==> config.mk <==
export PLATFORM = sky130hd
export DESIGN_NAME = lsu_align_unit
export DESIGN_NICKNAME = d
export VERILOG_FILES = /design/src/rtl/lsu_align_unit.sv
export SDC_FILE = /design/constraint.sdc
export NUM_CORES = 1
export LEC_CHECK = 0
export ABC_AREA = 1
export CAP_MARGIN = 15
export CORE_ASPECT_RATIO = 1.1
export CORE_MARGIN = 2
export CORE_UTILIZATION = 25
export DETAILED_ROUTE_END_ITERATION = 10
export GPL_TIMING_DRIVEN = 1
export PLACE_DENSITY_LB_ADDON = 0.15
export SETUP_SLACK_MARGIN = 0.3
export SLEW_MARGIN = 20
export SYNTH_ARGS = -nofsm -noshare
export SYNTH_HDL_FRONTEND = slang
export SYNTH_SLANG_ARGS = --single-unit
==> constraint.sdc <==
create_clock -name clk -period 6.2 [get_ports clk]
set_input_delay 1.55 -clock clk [delete_from_list [all_inputs] [get_ports clk]]
set_output_delay 1.55 -clock clk [all_outputs]
set_load 0.01 [all_outputs]
==> src/rtl/lsu_align_unit.sv <==
// Load/store alignment unit between the execute stage and a word-organised
// data memory. It turns byte/half/word accesses at any byte address into one
// or two aligned memory beats and extends the returned load data.
module lsu_align_unit #(
    parameter int ADDR_W           = 32,
    parameter bit ALLOW_MISALIGNED = 1'b1
) (
    input  logic              clk,
    input  logic              rst_n,
    input  logic              req_valid,
    output logic              req_ready,
    input  logic              req_we,
    input  logic [2:0]        req_mode,
    input  logic [ADDR_W-1:0] req_addr,
    input  logic [31:0]       req_wdata,
    output logic              resp_valid,
    output logic [31:0]       resp_rdata,
    output logic              resp_err,
    output logic              mem_req,
    output logic              mem_we,
    output logic [ADDR_W-1:0] mem_addr,
    output logic [3:0]        mem_be,
    output logic [31:0]       mem_wdata,
    input  logic              mem_gnt,
    input  logic              mem_rvalid,
    input  logic [31:0]       mem_rdata
);

    typedef enum logic [2:0] {IDLE, BEAT0, WAIT0, BEAT1, WAIT1, RESP} state_t;

    localparam logic [ADDR_W-3:0] WORD_ONE = {{(ADDR_W-3){1'b0}}, 1'b1};

    state_t            state_q, state_d;
    logic              we_q;
    logic [2:0]        mode_q;
    logic [ADDR_W-1:0] addr_q;
    logic [31:0]       wdata_q;
    logic [31:0]       lo_q;
    logic [31:0]       rdata_q;
    logic              err_q;

    // Access size in bytes; the unsigned variants share sizes with the signed ones.
    function automatic logic [2:0] size_of(input logic [2:0] mode);
        case (mode)
            3'b000, 3'b011: size_of = 3'd1;
            3'b001, 3'b100: size_of = 3'd2;
            default:        size_of = 3'd4;
        endcase
    endfunction

    function automatic logic [3:0] mask_of(input logic [2:0] mode);
        case (mode)
            3'b000, 3'b011: mask_of = 4'b0001;
            3'b001, 3'b100: mask_of = 4'b0011;
            default:        mask_of = 4'b1111;
        endcase
    endfunction

    function automatic logic is_misaligned(input logic [2:0] mode, input logic [1:0] off);
        logic [2:0] sz;
        sz = size_of(mode);
        is_misaligned = ((sz == 3'd2) && off[0]) || ((sz == 3'd4) && (off != 2'b00));
    endfunction

    // Selects the addressed bytes out of the {hi,lo} beat pair.
    function automatic logic [31:0] align_load(input logic [63:0] pair, input logic [1:0] off);
        logic [63:0] sh;
        sh = pair >> {off, 3'b000};
        align_load = sh[31:0];
    endfunction

    function automatic logic [31:0] extend(input logic [2:0] mode, input logic [31:0] raw);
        case (mode)
            3'b000:  extend = {{24{raw[7]}}, raw[7:0]};
            3'b001:  extend = {{16{raw[15]}}, raw[15:0]};
            3'b011:  extend = {24'd0, raw[7:0]};
            3'b100:  extend = {16'd0, raw[15:0]};
            default: extend = raw;
        endcase
    endfunction

    logic [1:0]        off_q;
    logic              cross_q;
    logic              err_in;
    logic [7:0]        be_pair;
    logic [63:0]       wdata_pair;
    logic [ADDR_W-3:0] word_q;

    assign off_q      = addr_q[1:0];
    assign cross_q    = ({2'b00, off_q} + {1'b0, size_of(mode_q)}) > 4'd4;
    assign err_in     = !ALLOW_MISALIGNED && is_misaligned(req_mode, req_addr[1:0]);
    // Lanes shifted past bit 3 / bit 31 belong to the second beat.
    assign be_pair    = {4'b0000, mask_of(mode_q)} << off_q;
    assign wdata_pair = {32'd0, wdata_q} << {off_q, 3'b000};
    assign word_q     = addr_q[ADDR_W-1:2];

    // State register.
    always_ff @(posedge clk) begin
        if (!rst_n) state_q <= IDLE;
        else        state_q <= state_d;
    end

    // Next-state sequencing and output decode from the registered state.
    always_comb begin
        state_d    = state_q;
        req_ready  = 1'b0;
        resp_valid = 1'b0;
        resp_rdata = 32'd0;
        resp_err   = 1'b0;
        mem_req    = 1'b0;
        mem_we     = 1'b0;
        mem_addr   = '0;
        mem_be     = 4'b0000;
        mem_wdata  = 32'd0;
        case (state_q)
            IDLE: begin
                req_ready = 1'b1;
                if (req_valid) state_d = err_in ? RESP : BEAT0;
            end
            BEAT0: begin
                mem_req   = 1'b1;
                mem_we    = we_q;
                mem_addr  = {word_q, 2'b00};
                mem_be    = be_pair[3:0];
                mem_wdata = wdata_pair[31:0];
                if (mem_gnt) begin
                    if (we_q) state_d = cross_q ? BEAT1 : RESP;
                    else      state_d = WAIT0;
                end
            end
            WAIT0: begin
                if (mem_rvalid) state_d = cross_q ? BEAT1 : RESP;
            end
            BEAT1: begin
                mem_req   = 1'b1;
                mem_we    = we_q;
                mem_addr  = {word_q + WORD_ONE, 2'b00};
                mem_be    = be_pair[7:4];
                mem_wdata = wdata_pair[63:32];
                if (mem_gnt) state_d = we_q ? RESP : WAIT1;
            end
            WAIT1: begin
                if (mem_rvalid) state_d = RESP;
            end
            RESP: begin
                resp_valid = 1'b1;
                resp_rdata = rdata_q;
                resp_err   = err_q;
                state_d    = IDLE;
            end
            default: state_d = IDLE;
        endcase
    end

    // Request latch, low-beat buffer and assembled response.
    always_ff @(posedge clk) begin
        if (!rst_n) begin
            we_q    <= 1'b0;
            mode_q  <= 3'b000;
            addr_q  <= '0;
            wdata_q <= 32'd0;
            lo_q    <= 32'd0;
            rdata_q <= 32'd0;
            err_q   <= 1'b0;
        end else begin
            case (state_q)
                IDLE: begin
                    if (req_valid) begin
                        we_q    <= req_we;
                        mode_q  <= req_mode;
                        addr_q  <= req_addr;
                        wdata_q <= req_wdata;
                        lo_q    <= 32'd0;
                        rdata_q <= 32'd0;
                        err_q   <= err_in;
                    end
                end
                WAIT0: begin
                    if (mem_rvalid) begin
                        lo_q <= mem_rdata;
                        if (!cross_q)
                            rdata_q <= extend(mode_q, align_load({32'd0, mem_rdata}, off_q));
                    end
                end
                WAIT1: begin
                    if (mem_rvalid)
                        rdata_q <= extend(mode_q, align_load({mem_rdata, lo_q}, off_q));
                end
                default: ;
            endcase
        end
    end

endmodule
==> impl_metrics.yaml <==
run_status:
  outcome: "finished clean"
cells_and_area:
  finalNetCount: 1788
  area_delta_synth_final_pct: 31.6
  layout.cells.most_common: "sky130_fd_sc_hd__nand2_1"
  fillerInstances: 4098
  multi_input_comb_area_mm2: 0.00528
  most-common-layout-cells: "sky130_fd_sc_hd__nand2_1, sky130_fd_sc_hd__clkdlybuf4s50_1, sky130_fd_sc_hd__o21ai_0, sky130_fd_sc_hd__nand3_1, sky130_fd_sc_hd__a21oi_1"
  drive_above_1_share_pct: 4.85
  regArea_mm2: 0.00271
place:
  dp_slack_ps: 1850
  gp_congestion: 0.846
  io_buffers: 206
  detailed_place_hpwl_um: 26400
routing:
  antenna_violating_nets_post_route: 0
  drc: 0
  drtIter0Drc: 721
  wire_per_inst_um: 17.2
  first_pass_iteration_count_of_the_detailed_router: 7
  via_per_inst: 4.88
  detailroute.via_count: 10600
  totalWireLength_um: 37500
timing:
  timing.final.setup_violations: 0
  finalHoldViolCount: 0
  timing.setup.tns_ps: 0
  clock_skews_ps: 8.85
  postLayoutSetupSlackWorst_ps: 1450
  grt_setup_unrepaired: "no"
  timing.max_slew.rel_slack_pct: 32.2
  worstMarginPinSlew_ps: 1010
  final.min_clock_period_ps: 4750
  drv_slew: 0
  fmax_mhz: 210
  final_min_period_over_clock_period_pct: 76.6
floorplanning:
  die_height_um: 205
  floorplan.die_area_mm2: 0.0383
  ios: 210
  num_rows: 73
  coreArea_mm2: 0.0362
  initial_core_util_pct: 25.4
  die_x_um: 187
synth:
  synth_area_per_cell_um2: 5.93
  ys_warn_count: 0
  synth_cell_type_count: 43
  synth_seq_area_share_pct: 29.5
  syn-cell-area_mm2: 0.00918
  yosys_register_bits: 135
  syn-instance-count: 1547
critical_path:
  ff2ff_path_depth: 17
  crit_fanout: 13
  slowest_delay_ps: 670
  worst_setup_path_end_kind: "primary output"
  worst_case_register_to_register_setup_slack_ps: 2190
  worst-path-buf-inv: 3
  critical_path_cell_by_cell: "inv_2, nor2_1, inv_1, a21oi_1, o21ai_0, o21ai_0, clkdlybuf4s50_1"
  cp.arrival_ps: 3200
  timing_worst_setup_path_type: "reg -> out"
  critical_path_required_ps: 4650
  cpMaxStageDelayCell: "sky130_fd_sc_hd__dfxtp_1"
  cpMostUsedCell: "sky130_fd_sc_hd__o21ai_0"
  cp_top_family: "buffers and inverters"
  path_depth: 7
  start_kind: "register"
clocking:
  setup_fix_bufs_post_cts: 0
  clockRootBuffer: "sky130_fd_sc_hd__clkbuf_16"
  cts.reportedPaths.clkPinSlew_ps: 60
  post_cts.resized_instances: 0
  cts_tree: "yes"
  h-tree-depth: 4
  cts_made_buffers: 17
  cts_hold_repair.buffers: 0
  cts-root-to-sink-buffers: 2
  clock_sinks: 135
  worstSkewPairLatency_ps: 440
worst_hold_path:
  holdCritPathClass: "reg -> reg"
  worst_hold_depth: 2
flow_run:
  max_cap_violations: 0
global_routing:
  grt_antenna_before_repair: 1
  grt_remaining_overflow: 0
  grt_max_degree: 103
  grt_first_pass_wirelength_um: 58200
  grt_pass1_vias: 10500
  grt.total_usage_pct: 19.5
power:
  leak_pwr_nw: 4.64
  irDropWorstVdd_uv: 233
  power_density_mw_per_mm2: 432
routing by layer:
| metal | global-route usage, % | part of all wire [%] |
|---|---|---|
| met1 | 22.7 | 41 |
| met2 | 34.8 | 49 |
| met3 | 4.87 | 6.8 |
| met4 | 6.77 | 2.7 |
| met5 | 0 | 0.043 |
cells by family after synthesis:
family	Yosys count	synth area share (%)
other	1	0.0409
xor gates and xnor gates	3	0.286
adders and majority gates	4	0.627
and+or+nand+nor	722	33.6
AOI/OAI and AO/OA	402	22.9
buffers and inverters	280	13.1
DFF	135	29.5
cell type report:
class / count / area share [%]
multi-input combinational: 1134 / 43.7
antenna: 1 / 0.0207
inverter: 175 / 5.50
clock buffer: 20 / 3.78
timing repair buffer: 216 / 17.7
tap: 487 / 5.05
clock inverter: 12 / 1.83
sequential: 135 / 22.4
cell usage after synthesis:
master                       n  area (um^2)
sky130_fd_sc_hd__nand2_1   398         1490
sky130_fd_sc_hd__o21ai_0   204         1020
sky130_fd_sc_hd__nand3_1   171          856
sky130_fd_sc_hd__a21oi_1   167          836
sky130_fd_sc_hd__inv_1     157          589
sky130_fd_sc_hd__dfxtp_1   135         2700
sky130_fd_sc_hd__nor2_1    110          413
sky130_fd_sc_hd__buf_2      55          275
sky130_fd_sc_hd__clkbuf_1   36          135
sky130_fd_sc_hd__inv_2      14         52.6
sky130_fd_sc_hd__nor3_1     12         60.1
sky130_fd_sc_hd__o31ai_1     8         60.1
sky130_fd_sc_hd__buf_4       7         52.6
sky130_fd_sc_hd__nand4_1     7         43.8
sky130_fd_sc_hd__buf_6       6         67.6
sky130_fd_sc_hd__nand2_2     6         37.5
sky130_fd_sc_hd__o221ai_1    6         52.6
sky130_fd_sc_hd__o22ai_1     5         31.3
sky130_fd_sc_hd__nor2_4      4         45.0
sky130_fd_sc_hd__a22o_1      3         26.3
sky130_fd_sc_hd__ha_1        3         37.5
sky130_fd_sc_hd__inv_4       3         18.8
sky130_fd_sc_hd__nand3_2     3         30.0
sky130_fd_sc_hd__o211ai_1    3         22.5
sky130_fd_sc_hd__xor2_1      3         26.3
sky130_fd_sc_hd__a22oi_1     2         15.0
sky130_fd_sc_hd__nor2_2      2         12.5
sky130_fd_sc_hd__nor4_1      2         12.5
sky130_fd_sc_hd__a31oi_1     1         6.26
sky130_fd_sc_hd__and3_1      1         6.26
sky130_fd_sc_hd__buf_1       1         3.75
sky130_fd_sc_hd__clkinv_1    1         3.75
sky130_fd_sc_hd__conb_1      1         3.75
sky130_fd_sc_hd__fa_1        1         20.0
sky130_fd_sc_hd__nand2_4     1         11.3
sky130_fd_sc_hd__nand3_4     1         17.5
sky130_fd_sc_hd__nor2_8      1         20.0
sky130_fd_sc_hd__nor3_2      1         10.0
sky130_fd_sc_hd__nor3b_1     1         7.51
sky130_fd_sc_hd__o21a_1      1         7.51
sky130_fd_sc_hd__o21ai_4     1         16.3
sky130_fd_sc_hd__o311ai_0    1         8.76
sky130_fd_sc_hd__or2_2       1         6.26
metrics by stage:
step	instances	hold slack (ps)	total power (W)	util (%)	area [um^2]
global placement	2147	451	0.00406	31.5	11400
finish	2180	466	0.00522	33.4	12100
detailed placement	2147	458	0.00407	31.5	11400
floorplan	1549	439	0.00316	-	9180
global route	2179	477	0.00565	33.4	12100
CTS	2179	467	0.00528	33.4	12100
sequential cells by signal, summed over array words and instances, names as in the netlist:
register	cells
addr_q	32
lo_q	32
mode_q	3
rdata_q	32
state_q	3
wdata_q	32
we_q	1
where the power goes:
| part | switching [W] | total [W] | internal [W] |
|---|---|---|---|
| clock | 0.000420 | 0.00120 | 0.000775 |
| combinational | 0.00189 | 0.00272 | 0.000829 |
| sequential | 0.000204 | 0.00131 | 0.00110 |
| total | 0.00251 | 0.00522 | 0.00271 |
worst paths after layout:
check | start | to
setup / recovery | state_q[1] | mem_wdata[6]
hold / removal | lo_q[3] | lo_q[3]
setup reg to reg | mode_q[0] | rdata_q[19]
hold reg to reg | lo_q[3] | lo_q[3]
tightest hold or removal path, cell delays in order (launching register included):
cell and delay [ps]:
sky130_fd_sc_hd__dfxtp_1 310, sky130_fd_sc_hd__nand2_1 60, sky130_fd_sc_hd__a21oi_1 60
No activity file was read; power rests on OpenSTA's default activity.
